<file path="config.mk">
export PLATFORM = sky130hd
export DESIGN_NAME = bind_stim_gen
export DESIGN_NICKNAME = d
export VERILOG_FILES = /design/src/rtl/bind_stim_pkg.sv /design/src/rtl/stim_lfsr8.sv /design/src/rtl/bind_stim_gen.sv
export SDC_FILE = /design/constraint.sdc
export NUM_CORES = 1
export LEC_CHECK = 0
export BUFFER_PORTS_ARGS = -buffer_cell sky130_fd_sc_hd__buf_2
export CAP_MARGIN = 20
export CORE_ASPECT_RATIO = 1.1
export CORE_UTILIZATION = 45
export DETAILED_ROUTE_END_ITERATION = 8
export PLACE_DENSITY_LB_ADDON = 0.15
export SLEW_MARGIN = 20
export SYNTH_ARGS = -nofsm -noshare
export SYNTH_HDL_FRONTEND = slang
export SYNTH_SLANG_ARGS = --single-unit
</file>
<file path="constraint.sdc">
create_clock -name clk -period 2.55 [get_ports clk]
set_input_delay 0.3825 -clock clk [delete_from_list [all_inputs] [get_ports clk]]
set_output_delay 0.3825 -clock clk [all_outputs]
set_load 0.01 [all_outputs]
</file>
<file path="src/rtl/bind_stim_pkg.sv">
// Shared types and constants for the bind_stim_gen stimulus generator.
package bind_stim_pkg;

  typedef enum logic [1:0] {
    IDLE = 2'd0,
    SEND = 2'd1,
    GAP  = 2'd2,
    DONE = 2'd3
  } state_t;

  localparam logic [7:0] LFSR_TAPS = 8'hB8;
  localparam logic [7:0] P1_STEP   = 8'd1;
  localparam logic [7:0] P2_STEP   = 8'd2;
  localparam logic [7:0] P3_STEP   = 8'd3;

endpackage

</file>
<file path="src/rtl/stim_lfsr8.sv">
// One combinational step of an 8-bit Galois LFSR (right shift, taps 0xB8).
module stim_lfsr8
  import bind_stim_pkg::*;
(
  input  logic [7:0] cur,
  output logic [7:0] nxt
);

  assign nxt = {1'b0, cur[7:1]} ^ (cur[0] ? LFSR_TAPS : 8'h00);

endmodule

</file>
<file path="src/rtl/bind_stim_gen.sv">
// Valid/ready byte-triple generator feeding a bound checker; counts accepted items.
// Define STIM_LFSR_EN to step p3 with an LFSR instead of +3.
module bind_stim_gen
  import bind_stim_pkg::*;
#(
  parameter int         NUM_ITEMS = 4,
  parameter int         GAP       = 0,
  parameter logic [7:0] P1_BASE   = 8'h04,
  parameter logic [7:0] P2_BASE   = 8'h05,
  parameter logic [7:0] P3_BASE   = 8'h06
) (
  input  logic       clk,
  input  logic       rst_n,
  input  logic       start,
  input  logic       p_ready,
  output logic       p_valid,
  output logic [7:0] p1,
  output logic [7:0] p2,
  output logic [7:0] p3,
  output logic [7:0] count,
  output logic       busy,
  output logic       done
);

  // The local parameter GAP hides the enum literal, so states are package-qualified.
  localparam logic [7:0] LAST_COUNT = NUM_ITEMS[7:0];
  localparam logic [3:0] GAP_LEN    = GAP[3:0];

`ifdef STIM_LFSR_EN
  localparam logic [7:0] P3_SEED = (P3_BASE == 8'h00) ? 8'h01 : P3_BASE;
`else
  localparam logic [7:0] P3_SEED = P3_BASE;
`endif

  state_t     state, state_d;
  logic [7:0] p1_d, p2_d, p3_d, count_d, p3_next;
  logic [3:0] gap_cnt, gap_cnt_d;
  logic       handshake;

`ifdef STIM_LFSR_EN
  stim_lfsr8 u_lfsr (
    .cur (p3),
    .nxt (p3_next)
  );
`else
  assign p3_next = p3 + P3_STEP;
`endif

  assign p_valid   = (state == bind_stim_pkg::SEND);
  assign busy      = (state == bind_stim_pkg::SEND) || (state == bind_stim_pkg::GAP);
  assign done      = (state == bind_stim_pkg::DONE);
  assign handshake = p_valid && p_ready;

  always_comb begin
    // NOTE: every output of this block gets a default first, so no path can infer a latch.
    state_d   = state;
    p1_d      = p1;
    p2_d      = p2;
    p3_d      = p3;
    count_d   = count;
    gap_cnt_d = gap_cnt;
    unique case (state)
      bind_stim_pkg::IDLE, bind_stim_pkg::DONE: begin
        if (start) begin
          state_d = bind_stim_pkg::SEND;
          p1_d    = P1_BASE;
          p2_d    = P2_BASE;
          p3_d    = P3_SEED;
          count_d = 8'd0;
        end
      end
      bind_stim_pkg::SEND: begin
        if (handshake) begin
          count_d = count + 8'd1;
          if (count_d == LAST_COUNT) begin
            state_d = bind_stim_pkg::DONE;  // last payload stays visible in DONE
          end else begin
            p1_d = p1 + P1_STEP;
            p2_d = p2 + P2_STEP;
            p3_d = p3_next;
            if (GAP_LEN != 4'd0) begin
              state_d   = bind_stim_pkg::GAP;
              gap_cnt_d = GAP_LEN - 4'd1;
            end
          end
        end
      end
      bind_stim_pkg::GAP: begin
        if (gap_cnt == 4'd0) state_d = bind_stim_pkg::SEND;
        else                 gap_cnt_d = gap_cnt - 4'd1;
      end
      default: state_d = bind_stim_pkg::IDLE;
    endcase
  end

  always_ff @(posedge clk) begin
    // NOTE: reset is synchronous and non-blocking like every other state update; it wins over any handshake.
    if (!rst_n) begin
      state   <= bind_stim_pkg::IDLE;
      p1      <= P1_BASE;
      p2      <= P2_BASE;
      p3      <= P3_SEED;
      count   <= 8'd0;
      gap_cnt <= 4'd0;
    end else begin
      state   <= state_d;
      p1      <= p1_d;
      p2      <= p2_d;
      p3      <= p3_d;
      count   <= count_d;
      gap_cnt <= gap_cnt_d;
    end
  end

endmodule

</file>
==> run_results.csv <==
group,metric,value,unit
floorplan,design.die.area,4590,sq um
setup_path,startpoint_type,"flip-flop",
detailed_routing,vias_per_cell,5.64,
placement,hpwl,3.21,mm
yosys,yosys.cell_types.count,48,
clock_network,cts_tree,"built",
timing,slew_violations,0,
detailed_routing,routed_wl,4.33,mm
timing,fin_crit_sh,0.864,
power_and_ir_drop,share_seq_of_total_power,0.482,
clock_network,cts_resized,0,
grt,first_global_vias,1661,
timing,slew_headroom,0.348,
cells_and_area,drive_gt1_frac,0.207,
floorplan,io_pins,39,
floorplan,core_area,4050,sq um
cells_and_area,diodes,0,
clock_network,cts_sinks,38,
yosys,postSynthAreaPerCell,8.50,sq um
placement,routabilityCongestion,0.793,
flow_run,cap_violations,0,
setup_path,endpoint_kind,"flip-flop",
timing,rsz0062_at_grt,"false",
detailed_routing,wl_per_cell,13.4,um
hold_path,hold_path_class,"in2reg",
timing,skew,0.00876,ns
cells_and_area,syn_to_final_growth,18.3,%
detailed_routing,ant_nets,0,
yosys,syn_area,1950,sq um
cells_and_area,nNetsFinal,282,
power_and_ir_drop,leakage,0.000970,uW
timing,hold_viol,0,
cells_and_area,utilization,0.568,
grt,grt_pass1_wl,7.45,mm
setup_path,crit_start,"state[0]",
setup_path,rr_startpoint,"state[0]",
detailed_routing,drc,0,
setup_path,cp.required,2.79,ns
yosys,ys_async_sr_fraction,0,
floorplan,start_util,0.480,
grt,grt.overflow.total,0,
floorplan,die_y,71.0,um
clock_network,clkTransAtPathRegs,0.08,ns
clock_network,ctsHoldBuffers,0,
floorplan,fp.dieW,64.7,um
grt,antenna_found_initial,0,
power_and_ir_drop,power.share.clock,0.391,
yosys,ys_ff_latch,38,
clock_network,clockRootBuffer,"clkbuf_8",
hold_path,min_from,"start",
clock_network,clkLatencyLatePin,0.29,ns
power_and_ir_drop,p_int,960,uW
yosys,synth_nets,242,
detailed_routing,drt-initial-drc-count,138,
clock_network,cts_buffers,5,
yosys,seq_area_frac_synth,0.391,
yosys,synth_cells,229,
cells_and_area,final_cell_mix,"dfxtp_1 (38), buf_2 (38), a21oi_1 (22), nor2_1 (16), inv_1 (15)",
yosys,synth_flop_cell,"dfxtp_1",
status,status,"completed",
power_and_ir_drop,vdd_drop_max,302,uV
detailed_routing,drt_pass1_iterations,4,
timing,worst_pin_slew,0.974,ns
placement,io_buffer_count,38,
timing,setup_viol,0,
yosys,yosysWarnings,0,
power_and_ir_drop,switchingPower,331,uW
power_and_ir_drop,switching_share,0.257,
yosys,synth-edff-count,0,
clock_network,cts.path.max_buffers,2,
power_and_ir_drop,combPwrFrac,0.127,
floorplan,row_count,24,
detailed_routing,vias,1816,
timing,fin_crit,2.20,ns
grt,grt_usage,0.207,
grt,grt_max_degree,20,
setup_path,crit_type,"reg2reg",
setup_path,path_max_fanout,11,
setup_path,arrival,2.45,ns
power_and_ir_drop,p_per_area,561,nW/um^2
timing,max_freq,0.454,GHz
clock_network,htree_levels,2,
clock_network,postCtsSetupRepairBufs,0,
timing,fin_setup_tns,0,ns
==> cell usage after synthesis, types with 2 or more instances <==
master	number	share of area
dfxtp_1	38	0.39
a21oi_1	22	0.057
nor2_1	16	0.031
inv_1	15	0.029
nand2_1	14	0.027
nand3_1	11	0.028
ha_1	9	0.058
o21ai_0	9	0.023
clkbuf_1	7	0.013
nand4_1	7	0.022
or4_1	6	0.023
a21o_1	5	0.019
and3_1	5	0.016
o31ai_1	5	0.019
mux2i_1	4	0.021
nor3_1	4	0.010
or3_1	4	0.013
xnor2_1	4	0.018
nand2b_1	3	0.0096
o211ai_1	3	0.012
o21a_1	3	0.012
a211oi_1	2	0.0077
a311oi_1	2	0.0090
and2_1	2	0.0064
buf_2	2	0.0051
nand3b_1	2	0.0077
nor2b_1	2	0.0064
nor4_1	2	0.0064
nor4_2	2	0.013
==> metrics by stage <==
step	worst slack, ns	hold slack [ns]	std cells	total power [uW]	instance area [sq um]
CTS	0.354	0.388	322	1300	2300
global route	0.188	0.424	322	1350	2300
global placement	0.433	0.430	314	798	2200
finish	0.347	0.384	322	1290	2300
detailed placement	0.381	0.448	314	801	2200
floorplan	0.536	0.467	229	743	1950
==> layout make-up <==
| type | instances | area (sq um) |
|---|---|---|
| Clock buffer | 7 | 76.3 |
| Clock inverter | 1 | 30.0 |
| Fill cell | 388 | 1750 |
| Inverter | 15 | 56.3 |
| Multi-Input combinational cell | 166 | 1090 |
| Sequential cell | 38 | 761 |
| Tap cell | 52 | 65.1 |
| Timing Repair Buffer | 43 | 228 |
==> power by group through the flow <==
stage / Clock (uW) / Sequential [uW] / Combinational, uW
2_1_floorplan: 0 / 639 / 104
3_3_place_gp: 0 / 635 / 163
3_5_place_dp: 0 / 636 / 165
4_1_cts: 515 / 622 / 165
5_1_grt: 541 / 625 / 182
6_report: 505 / 622 / 164
==> worst paths after layout <==
kind | cells past startpoint | slack (ns) | end
worst min-delay path | 4 | 0.38 | p2[0]
worst max register to register | 8 | 0.35 | p3[5]
worst max-delay path | 8 | 0.35 | p3[5]
worst min register to register | 2 | 0.45 | p2[0]
==> cells by family (layout without fill, tap and decap cells) <==
logic type               after synthesis  count (layout)  synth area share
AO/OA/AOI/OAI                         63              63             0.215
adder cells (fa/ha/maj)                9               9            0.0578
flip-flops                            38              38             0.391
multiplexers                           5               5            0.0264
XOR/XNOR                               4               4            0.0180
buffers and inverters                 25              66            0.0514
AND/OR/NAND/NOR                       85              85             0.241
==> per-layer routing <==
layer | global-route usage | part of all wire
met5 | 0 | 0
met4 | 0.0716 | 0.012
met3 | 0.0500 | 0.036
met2 | 0.347 | 0.49
met1 | 0.257 | 0.47
==> flip-flops by register name, summed over array words and instances (netlist names) <==
signal,flops
count,8
p1,8
p2,8
p3,8
gap_cnt,4
state,2
==> critical path: stages (launching register included) <==
cell	delay (ns)
dfxtp_1	0.37
inv_1	0.07
ha_1	0.37
nand2b_2	0.13
o211ai_1	0.14
buf_4	0.21
or3_1	0.39
or4_1	0.40
nand2_1	0.07
Note: power is estimated with default switching activity, not from simulation.
